[src/rtl/spi_regbank_pkg.sv]
// Shared types for the SPI register bank: frame FSM states and frame length helper.
package spi_regbank_pkg;

   typedef enum logic [1:0] {
      ST_IDLE,
      ST_HDR,
      ST_DATA,
      ST_DONE
   } state_t;

   // One R/W bit, then the address, then the data word.
   function automatic int flen(input int addr_w, input int data_w);
      return 1 + addr_w + data_w;
   endfunction

endpackage

[src/rtl/spi_sync_edge.sv]
// Two-flop synchroniser into the system clock plus a third flop for edge detection.
module spi_sync_edge (
   input  logic i_clk,
   input  logic i_async,
   output logic o_level,
   output logic o_rise,
   output logic o_fall
);

   logic r_meta;
   logic r_sync;
   logic r_prev;

   // Deliberately not reset: a cs held active across reset must not look like a new assertion.
   always_ff @(posedge i_clk) begin
      r_meta <= i_async;
      r_sync <= r_meta;
      r_prev <= r_sync;
   end

   assign o_level = r_sync;
   assign o_rise  = r_sync & ~r_prev;
   assign o_fall  = ~r_sync & r_prev;

endmodule

[src/rtl/spi_regbank.sv]
// SPI-slave register bank: oversampled SPI frame decoder, RW registers with write strobes, RO readback.
module spi_regbank
   import spi_regbank_pkg::*;
#(
   parameter int              ADDR_W         = 6,
   parameter int              DATA_W         = 16,
   parameter int              N_RW           = 8,
   parameter int              N_RO           = 4,
   parameter int              RO_BASE        = 32,
   parameter logic [DATA_W-1:0] RESET_VAL    = '0,
   parameter int              CS_ACTIVE_HIGH = 1
) (
   input  logic                     sys_clk,
   input  logic                     sys_rst_n,
   input  logic                     spi_clk,
   input  logic                     mosi,
   input  logic                     cs,
   output logic                     miso,
   output logic [N_RW*DATA_W-1:0]   rw_regs,
   output logic [N_RW-1:0]          wr_stb,
   input  logic [N_RO*DATA_W-1:0]   ro_in
);

   localparam int FLEN  = flen(ADDR_W, DATA_W);
   localparam int CNT_W = $clog2(FLEN + 1);

   if (RO_BASE + N_RO > (1 << ADDR_W)) begin : g_bad_ro_range
      $error("spi_regbank: read-only window exceeds the address space");
   end
   if (RO_BASE < N_RW) begin : g_bad_ro_base
      $error("spi_regbank: read-only window overlaps the read-write registers");
   end

   logic w_cs_act;
   logic w_cs_lvl, w_cs_rise, w_unused_cs_fall;
   logic w_unused_sck_lvl, w_sck_rise, w_sck_fall;
   logic w_mosi, w_unused_mosi_rise, w_unused_mosi_fall;

   assign w_cs_act = (CS_ACTIVE_HIGH != 0) ? cs : ~cs;

   spi_sync_edge u_sync_cs (
      .i_clk(sys_clk), .i_async(w_cs_act),
      .o_level(w_cs_lvl), .o_rise(w_cs_rise), .o_fall(w_unused_cs_fall));
   spi_sync_edge u_sync_sck (
      .i_clk(sys_clk), .i_async(spi_clk),
      .o_level(w_unused_sck_lvl), .o_rise(w_sck_rise), .o_fall(w_sck_fall));
   spi_sync_edge u_sync_mosi (
      .i_clk(sys_clk), .i_async(mosi),
      .o_level(w_mosi), .o_rise(w_unused_mosi_rise), .o_fall(w_unused_mosi_fall));

   state_t              r_state;
   logic [CNT_W-1:0]    r_cnt;
   logic                r_rw;
   logic [ADDR_W-1:0]   r_addr;
   logic [DATA_W-1:0]   r_data;
   logic [DATA_W-1:0]   r_tx;
   logic                r_miso;
   logic                r_commit;
   logic [DATA_W-1:0]   r_regs [N_RW];
   logic [N_RW-1:0]     r_wr_stb;

   logic [ADDR_W-1:0]   w_addr_next;
   logic [DATA_W-1:0]   w_rb;

   assign w_addr_next = {r_addr[ADDR_W-2:0], w_mosi};

   // Readback is decoded from the address as it completes, so the load can happen on that same edge.
   always_comb begin
      w_rb = '0;
      for (int k = 0; k < N_RW; k++) begin
         if (w_addr_next == ADDR_W'(k)) w_rb = r_regs[k];
      end
      for (int k = 0; k < N_RO; k++) begin
         if (w_addr_next == ADDR_W'(RO_BASE + k)) w_rb = ro_in[k*DATA_W +: DATA_W];
      end
   end

   always_ff @(posedge sys_clk) begin
      if (!sys_rst_n) begin
         r_state  <= ST_IDLE;
         r_cnt    <= '0;
         r_rw     <= 1'b0;
         r_addr   <= '0;
         r_data   <= '0;
         r_tx     <= '0;
         r_miso   <= 1'b0;
         r_commit <= 1'b0;
      end else begin
         r_commit <= 1'b0;
         if (!w_cs_lvl) begin
            r_state <= ST_IDLE;
            r_miso  <= 1'b0;
         end else begin
            case (r_state)
               ST_IDLE: begin
                  if (w_cs_rise) begin
                     r_state <= ST_HDR;
                     r_cnt   <= '0;
                  end
               end
               ST_HDR: begin
                  if (w_sck_rise) begin
                     r_cnt <= r_cnt + 1'b1;
                     if (r_cnt == '0) r_rw   <= w_mosi;
                     else             r_addr <= w_addr_next;
                     if (r_cnt == CNT_W'(ADDR_W)) begin
                        r_tx    <= w_rb;
                        r_miso  <= w_rb[DATA_W-1];
                        r_state <= ST_DATA;
                     end
                  end
               end
               ST_DATA: begin
                  // tx advances on the capture edge; miso follows on the next falling edge.
                  if (w_sck_rise) begin
                     r_cnt  <= r_cnt + 1'b1;
                     r_data <= {r_data[DATA_W-2:0], w_mosi};
                     r_tx   <= r_tx << 1;
                     if (r_cnt == CNT_W'(FLEN - 1)) begin
                        r_state  <= ST_DONE;
                        r_miso   <= 1'b0;
                        r_commit <= r_rw;
                     end
                  end else if (w_sck_fall) begin
                     r_miso <= r_tx[DATA_W-1];
                  end
               end
               default: ;
            endcase
         end
      end
   end

   // Unmapped or read-only addresses match no register here, so they commit nothing.
   always_ff @(posedge sys_clk) begin
      if (!sys_rst_n) begin
         for (int k = 0; k < N_RW; k++) r_regs[k] <= RESET_VAL;
         r_wr_stb <= '0;
      end else begin
         r_wr_stb <= '0;
         if (r_commit) begin
            for (int k = 0; k < N_RW; k++) begin
               if (r_addr == ADDR_W'(k)) begin
                  r_regs[k]   <= r_data;
                  r_wr_stb[k] <= 1'b1;
               end
            end
         end
      end
   end

   for (genvar k = 0; k < N_RW; k++) begin : g_out
      assign rw_regs[k*DATA_W +: DATA_W] = r_regs[k];
   end

   assign wr_stb = r_wr_stb;
   assign miso   = r_miso;

endmodule
[config.mk]
export PLATFORM = sky130hd
export DESIGN_NAME = spi_regbank
export DESIGN_NICKNAME = d
export VERILOG_FILES = /design/src/rtl/spi_regbank_pkg.sv /design/src/rtl/spi_sync_edge.sv /design/src/rtl/spi_regbank.sv
export SDC_FILE = /design/constraint.sdc
export NUM_CORES = 1
export LEC_CHECK = 0
export CAP_MARGIN = 20
export CORE_UTILIZATION = 50
export DETAILED_ROUTE_END_ITERATION = 16
export GPL_ROUTABILITY_DRIVEN = 0
export MAX_ROUTING_LAYER = met4
export PLACE_DENSITY = 0.78
export SLEW_MARGIN = 20
export SYNTH_ARGS = -nofsm -noshare
export SYNTH_HDL_FRONTEND = slang
export SYNTH_HIERARCHICAL = 1
export SYNTH_SLANG_ARGS = --single-unit
[constraint.sdc]
create_clock -name sys_clk -period 5.7 [get_ports sys_clk]
set_input_delay 1.14 -clock sys_clk [delete_from_list [all_inputs] [get_ports sys_clk]]
set_output_delay 1.14 -clock sys_clk [all_outputs]
set_load 0.05 [all_outputs]
## After elaboration in Yosys (flattened, before gate mapping)

Memory sizes are Yosys's and may differ from the RTL's.
Cells that the tools add are included.
Widths: inputs -> output; s select.

| operators by class | value |
|---|---|
| add/sub/neg operators | 1 |
| equality and inequality tests | 30 |
| multiplexer cells | 72 |
| bitwise gates (word level) | 15 |
| reduce and logical (&&, ||, !) cells | 18 |

Operator list:

| operator | number |
|---|---|
| $mux 16 | 23 |
| $eq 6x3->1 const B | 8 |
| $mux 1 | 38 |
| $pmux 16 s2 | 1 |
| $eq 6x2->1 const B | 4 |
| $eq 6x6->1 const B | 4 |
| $reduce_and 5->1 | 3 |
| $eq 6x1->1 const B | 2 |
| $logic_not 6->1 | 2 |
| $reduce_and 4->1 | 3 |
| $mux 2 | 5 |
| $mux 5 | 2 |
| $pmux 5 s2 | 1 |
| $ne 2x1->1 const B | 4 |
| $or 1x1->1 | 8 |
| $pmux 2 s3 | 1 |
| $reduce_and 6->1 | 1 |
| $add 5x1->5 const B | 1 |
| $eq 5x3->1 const B | 1 |
| $eq 5x5->1 const B | 1 |
| $logic_not 5->1 | 1 |
| $ne 2x2->1 const B | 2 |
| $not 1->1 | 4 |
| $reduce_and 2->1 | 2 |
| 11 further kinds | 14 |

| word-level totals | value |
|---|---|
| bits in registers | 64 |
| RAM bits | 128 |
| input port bits | 69 |
| output and inout port bits | 137 |
| logic and storage cells | 154 |
| memories | 1 |

Memories:

| memory | words | bits a word | rd ports | clocked after memory_dff | write ports | RTL line | RTL |
|---|---|---|---|---|---|---|---|
| r_regs | 8 | 16 | 8 | 0 | 8 | spi_regbank.sv:59 | `logic [DATA_W-1:0] r_regs [N_RW];` |

## Longest topological paths before layout

Gate-level depths: netlist of run 1.

| depth | value |
|---|---|
| word-level depth | 16 |
| gate-level depth with buffers | 9 |
| gate-level depth less buffers | 7 |

## Modules after synthesis

The synthesis of run 1 kept the hierarchy.

By module, submodules not included:

| module | times used | cells each | area each (um2) | sequential area each (um2) |
|---|---|---|---|---|
| spi_regbank | 1 | 804 | 8779.7 | 4964.8 |
| spi_sync_edge | 3 | 5 | 75.1 | 60.1 |

## Worst setup path after synthesis of run 1

Ideal clock, no wire load.

| path | value |
|---|---|
| path type | input to register |
| start point | input port sys_rst_n |
| end point | memory r_regs[7][0] (netlist: r_regs[1][48]), enable pin |
| setup time | 0.465 ns |
| arrival time | 2.230 ns |
| data required time | 5.235 ns |
| setup slack | 3.005 ns |
| cell stages on the path | 3 |
| buffers on the path | 2 |
| path through | clkbuf_1 clkbuf_1 o21ai_0 |

RTL lines:

| element | RTL line | RTL |
|---|---|---|
| from (decl) | spi_regbank.sv:14 | `input logic sys_rst_n,` |
| to (decl) | spi_regbank.sv:59 |  |

## Worst setup path after layout of run 1

| path | value |
|---|---|
| start point | input port sys_rst_n |
| end point | register r_tx[2] |

RTL lines:

| element | RTL line | RTL |
|---|---|---|
| to (signal assigned) | spi_regbank.sv:107 | `r_tx <= w_rb;` |
| to (signal assigned) | spi_regbank.sv:118 | `r_tx <= r_tx << 1;` |
| to (decl) | spi_regbank.sv:56 | `logic [DATA_W-1:0] r_tx;` |

No word-level cell between the ends.

==> results.md, run 1 <==
- Hold path startpoint: u_sync_mosi/r_meta
- Peak supply drop: between 0.2 and 0.25 mV
- Max-cap violations: 0
- Worst-path cell chain: clkdlybuf4s50_1 -> clkinv_1 -> a311oi_1
- Tot Pwr: 3207 uW
- P_sw: 887.4 uW
- Initial Util: roughly half
- Status: completed
- Fin util: around two thirds
- Critical Path RT: 6.01 ns
- CTS tree: yes
- Combinational share of power: between 10% and 20%
- Clock Sink Count: around 190
- Clk root buf: clkbuf_16
- Min-Delay Path Class: flip-flop to flip-flop
- Fin crit share: about three fifths
- Internal: 2320 uW
- Post-Synthesis Mean Instance Area: around 11 sq um
- Routed len/inst: between 20 and 25 um
- Pwr dens: 274.3 nW/um^2
- Die height: between 100 and 150 um
- Kind of critical path: input pin to flip-flop
- Crit path DAT: ~3.7 ns
- Sw Share: 27.67%
- CTS clock-pin slew for the worst setup and hold paths: roughly 0.08 ns
- First-pass GRT wire length: ~42000 um
- Die width: around 140 um
- IO buf count: 205
- Clock Tree Buf Depth: 2
- Mapped Area: roughly 9000 sq um
- Clock share of power: 37.7%
- Syn_nets: about 890
- DR DRC count: 0
- Startpoint types: input pin
- Worst Skew: between 0.01 and 0.015 ns
- Cts hold-fix bufs: 0
- Gr ovfl total: 0
- Htree depth: 4
- DR vias/cell: 6.220
- Crit-path max FO: 35
- Max-slew violations: 0
- Fin crit period: ~3.4 ns
- Antenna-violating nets left: 0
- Initial DRC count: approximately 1300
- I/O Pins: roughly 210
- Most frequent cells in the layout: clkdlybuf4s50_1, nor2_1, edfxtp_1
- Detailed Route WL: a little under 30000 um
- Synth warn: 6
- Largest net degree at the start of global routing: 59
- Hold Fails Final Rpt: 0
- Reg-to-Reg Start: r_addr[0]
- Site Rows: 48
- GRT Resource Usage Total: about 33%
- Hold WS: 0.3311 ns
- Commonest non-fill, non-tap cell in the layout: clkdlybuf4s50_1
- FF-to-FF path depth: 3
- HPWL after DPL: around 20000 um
- Share of layout cells above drive strength 1: under 10%
- Reg power frac: 49.1%
- Actual slew at the worst max-slew pin: about 1.1 ns
- Synth-to-Final Area Change: 30.48%
- Routed vias: 7644
- # Post-CTS Setup Buffers: 0
- CP peak stage delay: between 1 and 1.5 ns
- Hold depth: 0
- Final setup TNS: 0 ns
- Ant. Diodes: 0
- Layout Nets: 1067
- Hold EP: u_sync_mosi/o_level
- Internal reg-to-reg setup slack: between 2 and 3 ns
- Leak pwr: between 0.004 and 0.005 uW
- Resized cells post-CTS: 0
- Slowest CP cell: clkinv_1
- Critical path startpoint: sys_rst_n
- Post-Synthesis Cells: 815
- Cts bufs inserted: 17
- Total core area: roughly 17000 sq um
- Final setup viols: 0
- Area of the die: 18460 sq um
- Vias in the first global route: about 7100
- Max-slew headroom: 27.08%
- Kind of end point of the critical path: flip-flop
- RSZ-0062 raised after global routing: false
- FF-to-FF End: r_regs[0][46]
- Fmax: between 0.2 and 0.3 GHz
- TritonRoute pass-1 iters: 6
- Clk_lat worst skew: ~0.44 ns
- Initial antenna violation count: 0
registers in the layout (all words and copies together) (netlist names), 2 cells and up:
| signal | cells |
|---|---|
| r_regs | 128 |
| r_addr | 6 |
| r_data | 16 |
| r_tx | 16 |
| r_state | 2 |
| wr_stb | 8 |
| r_cnt | 5 |
power groups by stage:
| stage | clock network, uW | registers (uW) | logic [uW] |
|---|---|---|---|
| 2_1_floorplan | 0 | 1740 | 101 |
| 3_5_place_dp | 0 | 1600 | 417 |
| 6_report | 1210 | 1580 | 421 |
| 5_1_grt | 1270 | 1580 | 435 |
| 4_1_cts | 1210 | 1570 | 420 |
| 3_3_place_gp | 0 | 1600 | 415 |
layer usage:
layer	part of all wire, %	wire length [um]	vias to the layer above	global-route usage [%]
met2	48	13730	589	49.94
met3	12	3460	61	7.905
met5	0	0	-	-
met1	38	11040	3668	43.47
met4	2.1	604	0	8.889
li1	-	-	3326	-
worst max-delay path: cells and delay by family:
kind / cells / cell delay (ns)
AOI/OAI and AO/OA: 1 / 0.54
buffers and inverters: 2 / 2.03
worst max path at each step:
stage,slack (ns),cells after the start,endpoint
2_1_floorplan,3.01,3,r_regs[1][48]
3_3_place_gp,2.03,3,r_tx[2]
3_5_place_dp,1.90,3,r_tx[3]
4_1_cts,2.36,3,r_tx[2]
5_1_grt,2.11,3,r_tx[4]
6_report,2.29,3,r_tx[2]
through the flow:
stage / setup slack, ns / instance area [sq um] / cells
after floorplan: 3.005 / 8961 / 815
after global placement: 2.027 / 11100 / 1197
after detailed placement: 1.904 / 11100 / 1197
after CTS: 2.357 / 11690 / 1229
after global routing: 2.107 / 11690 / 1229
final: 2.286 / 11690 / 1229
area by class of cell:
cell class | count | area [sq um]
Clock buffer | 18 | 429.2
Sequential cell | 192 | 5130
Clock inverter | 14 | 167.7
Inverter | 29 | 108.9
Tap cell | 225 | 281.5
Timing Repair Buffer | 215 | 2127
Multi-Input combinational cell | 536 | 3448
Fill cell | 1306 | 5724
Note: power is estimated with default switching activity, not from simulation.
==> inputs of run 2 (changes only) <==
CORE_UTILIZATION = 46   (was 50)
PLACE_DENSITY = 0.75   (was 0.78)
clock period = 3.05 ns   (was 5.7 ns; I/O delays follow)
==> run 2 against run 1 <==
Die area increased by 8.6%. Global-route usage decreased by 1.6 points. Final cell count increased by 5.5%. Clock power increased by 88%. Sequential share of layout area decreased by 1.1 points. Utilization decreased by 3.7 points. Sequential power increased by 86%. Clock-buffer cell count decreased by 1. First-iteration DRC count decreased by 15%. Worst hold slack improved by 0.0041 ns. Register-to-register slack got worse by 2.0 ns. Wire length increased by 2.7%.
==> results.md, run 2 (synthesis gave the netlist of run 1 again) <==
- Resized cells post-CTS: 0
- Routed len/inst: around 23 um
- Die height: 141.6 um
- Max-slew headroom: between 40% and 50%
- Max reg flops: roughly 130
- Vias in the first global route: 7375
- Site Rows: 50
- Biggest regs: r_regs x128, r_data x16, r_tx x16
- Reg-to-Reg Start: r_addr[1]
- Largest net degree at the start of global routing: 32
- Ant. Diodes: 0
- GRT Resource Usage Total: a little over 30%
- Hold WS: between 0.3 and 0.4 ns
- Crit path DAT: approximately 2.9 ns
- Cts hold-fix bufs: 0
- Worst setup path end: miso
- Leak pwr: approximately 0.0042 uW
- Cts bufs inserted: 17
- Share of layout cells above drive strength 1: approximately 12%
- Fmax: between 0.3 and 0.4 GHz
- Critical Path RT: ~3.4 ns
- CP Buf/Inv Count: 1
- Actual slew at the worst max-slew pin: 0.8089 ns
- Antenna-violating nets left: 0
- Kind of end point of the critical path: flip-flop
- Crit-path max FO: 14
- I/O Pins: approximately 210
- Tot Pwr: between 6000 and 7000 uW
- Top reg by flops: r_regs
- Slowest CP cell: nor4b_4
- Fillers: 1532
- DR DRC count: 0
- Final setup viols: 0
- First-pass GRT wire length: around 44000 um
- Pwr dens: between 500 and 600 nW/um^2
- IO buf count: between 200 and 250
- Startpoint types: flip-flop
- Area of the die: about 20000 sq um
- Worst path depth: 6
- Clk root buf: clkbuf_16
- Hold Fails Final Rpt: 0
- Crit path max-delay family: simple AND/OR/NAND/NOR gates
- CTS clock-pin slew for the worst setup and hold paths: roughly 0.080 ns
- RSZ-0062 raised after global routing: false
- Gr ovfl total: 0
- Worst Skew: approximately 0.012 ns
- # Post-CTS Setup Buffers: 0
- CP peak stage delay: around 0.66 ns
- Htree depth: 4
- HPWL after DPL: 21540 um
- DR vias/cell: between 6 and 7
- Critical path startpoint: r_addr[1]
- Peak supply drop: 0.3911 mV
- Sequential cell area: 5130 sq um
- TritonRoute pass-1 iters: 5
- Initial DRC count: about 1100
- Internal reg-to-reg setup slack: 0.52 ns
- Routed vias: 7800
- Max-cap violations: 0
- Worst-path cell chain: nor4b_4 -> buf_4 -> a32oi_1 -> nor4b_1 -> nor3_1 -> a311oi_2
- Fin crit period: about 2.5 ns
- Synth-to-Final Area Change: 33.80%
- Fin crit share: between 80 and 90%
- Clk_lat worst skew: around 0.45 ns
- Kind of critical path: flip-flop to flip-flop
- Fin util: a little under two thirds
- Final setup TNS: 0 ns
- Die width: 141.6 um
- Clock Sink Count: 192
- Most frequent cells in the layout: clkdlybuf4s50_1, nor2_1, edfxtp_1
- Placed Cells: 1264
- Max-slew violations: 0
- Area occupied by multi-input gates: between 3000 and 4000 sq um
- Initial antenna violation count: 0
- FF-to-FF path depth: 6
- Layout Nets: around 1100
- Post-Layout Cell Count: between 1000 and 1500
- Total core area: roughly 19000 sq um
- Commonest non-fill, non-tap cell in the layout: clkdlybuf4s50_1
- Min-Delay Path Class: flip-flop to flip-flop
- Detailed Route WL: 29600 um
- CTS tree: yes
- FF-to-FF End: miso
- Clock Tree Buf Depth: 2
- Status: completed
- Initial Util: 47.43%
-- run 2: cell count changes in the layout (fill, tap and decap cells not counted) --
cell,before,now
clkinv_8,2,6
clkbuf_1,1,0
inv_6,5,4
clkinvlp_4,1,0
bufinv_16,1,0
inv_8,4,2
inv_12,0,1
clkinv_2,0,1
buf_4,10,42
-- run 2: area by class of cell --
| type | count | area share, % |
|---|---|---|
| clock inverters | 15 | 1.544 |
| flip-flops and latches | 192 | 42.78 |
| clock buffers | 17 | 3.548 |
| well taps | 260 | 2.713 |
| repair buffers | 247 | 19.74 |
| inverters | 29 | 0.9079 |
| multi-input cells | 536 | 28.76 |
-- run 2: metal layers --
metal | track usage (%) | wire length [um] | part of all wire, % | up-vias
met4 | 8.489 | 545 | 1.8 | 0
met3 | 7.189 | 3452 | 12 | 56
met1 | 40.66 | 11500 | 39 | 3784
met2 | 48.38 | 14110 | 48 | 567
li1 | - | - | - | 3393
met5 | - | 0 | 0 | -
-- run 2: metrics by stage --
stage          setup slack, ns  cell area [sq um]
2_1_floorplan           0.4230               8961
3_3_place_gp            0.6437              11380
3_5_place_dp            0.6486              11380
4_1_cts                 0.6174              11990
5_1_grt                 0.3583              11990
6_report                0.5210              11990
-- run 2: report_power, final --
group	switching, uW	internal [uW]
logic	499	314
clock network	1160	1120
registers	84.2	2860
-- run 2: worst min-delay path by stage --
stage | depth (start not counted) | from | to | slack (ns)
final | 0 | u_sync_mosi/r_meta | u_sync_mosi/o_level | 0.34
after global placement | 0 | u_sync_mosi/r_meta | u_sync_mosi/o_level | 0.31
after CTS | 0 | u_sync_mosi/r_meta | u_sync_mosi/o_level | 0.34
after detailed placement | 0 | u_sync_sck/r_meta | u_sync_sck/o_level | 0.32
after global routing | 0 | u_sync_sck/r_meta | u_sync_sck/o_level | 0.35
after floorplan | 0 | u_sync_cs/r_meta | u_sync_cs/o_level | 0.31
-- run 2: worst register-to-register path: stages (launching register included) --
cell	delay (ns)
dfxtp_1	0.64
nor4b_4	0.66
buf_4	0.27
a32oi_1	0.12
nor4b_1	0.41
nor3_1	0.14
a311oi_2	0.20
==> inputs of run 3 (changes only) <==
CORE_UTILIZATION = 50   (was 46)
PLACE_DENSITY = 0.78   (was 0.75)
clock period = 2.6 ns   (was 3.05 ns; I/O delays follow)
==> run 3 against run 2 <==
Wire length fell by 1.2%. Clock skew increased by 0.0026 ns. Highest routed layer unchanged. Sequential power is 17% higher. Die area shrank 7.9%. Clock-buffer cell count is the same. Non-clock buffer count grew 2. Largest power group unchanged. First-iteration DRC count shrank 2.0%. Fmax increased by 7.4%. Design area increased by 0.21%. Via count decreased by 0.36%. Register-to-register slack worse by 0.27 ns. Final cell count shrank 2.5%.
==> results.md, run 3 (synthesis gave the netlist of run 1 again) <==
- Status: completed
- CP Buf/Inv Count: 0
- Most frequent cells in the layout: clkdlybuf4s50_1, nor2_1, edfxtp_1
- Commonest non-fill, non-tap cell in the layout: clkdlybuf4s50_1
- IO buf count: 205
- Hold path startpoint: u_sync_sck/r_meta
- Hold depth: 0
- Vias in the first global route: ~7400
- Gr ovfl total: 0
- Die width: about 140 um
- Kind of end point of the critical path: flip-flop
- Area of the die: around 18000 sq um
- HPWL after DPL: approximately 21000 um
- Largest net degree at the start of global routing: 37
- Antenna-violating nets left: 0
- Clk_lat worst skew: approximately 0.45 ns
- Startpoint types: flip-flop
- Crit-path max FO: 25
- CTS tree: yes
- Fin crit period: between 2 and 2.5 ns
- DR DRC count: 0
- Pwr dens: between 500 and 600 nW/um^2
- Peak supply drop: just under 0.5 mV
- Max-slew violations: 0
- Hold WS: roughly 0.33 ns
- Kind of critical path: flip-flop to flip-flop
- CP peak stage delay: around 0.64 ns
- First-pass GRT wire length: between 40000 and 50000 um
- Internal reg-to-reg setup slack: 0.25 ns
- Top reg by flops: r_regs
- Clock Sink Count: ~190
- Max reg flops: roughly 130
- Routed len/inst: approximately 23 um
- Crit path DAT: 2.67 ns
- Fmax: roughly 0.42 GHz
- Clk root buf: clkbuf_16
- Cts bufs inserted: 17
- RSZ-0062 raised after global routing: false
- Initial antenna violation count: 0
- Die height: 135.9 um
- # Post-CTS Setup Buffers: 0
- Hold EP: u_sync_sck/o_level
- Final setup viols: 0
- Slowest CP cell: dfxtp_1
- I/O Pins: approximately 200
- Min-Delay Path Class: flip-flop to flip-flop
- Layout Nets: between 1000 and 1500
- Leak pwr: around 0.0042 uW
- Fin crit share: between 90% and 100%
- Clock Tree Buf Depth: 2
- FF-to-FF End: r_tx[3]
- Site Rows: 48
- Actual slew at the worst max-slew pin: roughly 0.68 ns
- Worst-path cell chain: or4b_4 -> nor2_4 -> a221o_1 -> a2111oi_0 -> nor4_1
- Hold Fails Final Rpt: 0
- Total core area: approximately 17000 sq um
- Detailed Route WL: 29250 um
- Htree depth: 4
- Initial Util: 51.45%
- Share of layout cells above drive strength 1: 12.24%
- Fillers: 1269
- Crit path max-delay family: compound AO/OA/AOI/OAI gates
- Tot Pwr: ~7200 uW
- TritonRoute pass-1 iters: 5
- Resized cells post-CTS: 0
- Ant. Diodes: 0
- Critical Path RT: about 2.9 ns
- Initial DRC count: 1052
- Worst Skew: about 0.014 ns
- Max-cap violations: 0
- Biggest regs: r_regs x128, r_data x16, r_tx x16
- GRT Resource Usage Total: 33.16%
- Routed vias: roughly 8000
- FF-to-FF path depth: 5
- Cts hold-fix bufs: 0
- Synth-to-Final Area Change: 34.08%
- Max-slew headroom: 54.34%
- CTS clock-pin slew for the worst setup and hold paths: ~0.080 ns
- DR vias/cell: about 6.2
- Reg-to-Reg Start: r_addr[1]
-- run 3: cell types whose count changed in the layout (fill, tap and decap cells not counted), sizes merged --
cell    before  now
clkinv       9    7
buf         42   44
inv         35   37
-- run 3: layer usage --
metal / track usage (%) / share of wire (%) / vias up
li1: - / - / 3393
met4: 9.815 / 2.2 / 0
met3: 7.457 / 13 / 66
met2: 50.62 / 47 / 607
met1: 44.37 / 39 / 3706
met5: - / 0 / -
-- run 3: through the flow --
step | setup slack, ns | utilization, % | cells | setup TNS (ns) | area (sq um)
detailed placement | 0.2706 | 65.39 | 1231 | 0 | 11390
floorplan | -0.02704 | - | 815 | -0.8651 | 8961
global placement | 0.3543 | 65.39 | 1231 | 0 | 11390
finish | 0.2461 | 68.99 | 1263 | 0 | 12020
global route | 0.05642 | 68.99 | 1263 | 0 | 12020
CTS | 0.2387 | 68.99 | 1263 | 0 | 12020
-- run 3: how the worst max path moves through the flow --
stage | startpoint | to | slack, ns | depth (start not counted)
final | r_addr[1] | r_tx[3] | 0.25 | 5
after floorplan | r_addr[4] | r_regs[1][32] | -0.03 | 6
after global placement | u_sync_mosi/o_level | r_tx[3] | 0.35 | 4
after global routing | r_addr[1] | r_tx[3] | 0.06 | 5
after CTS | r_regs[0][42] | rw_regs[42] | 0.24 | 1
after detailed placement | u_sync_mosi/o_level | r_tx[1] | 0.27 | 6
-- run 3: layout make-up --
class                      instances  area, sq um  area share, %
multi-input combinational        536         3448          28.70
inverter                          29        108.9         0.9060
timing repair buffer             249         2420          20.14
clock buffer                      17        425.4          3.541
sequential                       192         5130          42.69
tap                              225        281.5          2.343
clock inverter                    15        201.4          1.677
-- run 3: where the power goes --
part	internal (uW)	switching (uW)	leakage [uW]
Clock	1340	1410	0.000301
Sequential	3350	100	0.00176
Combinational	376	587	0.00216
-- run 3: worst register-to-register path, delay by kind of cell (launching register included) --
family / cells / cell delay [ns]
simple gates: 3 / 0.68
flops: 1 / 0.64
compound gates: 2 / 0.89
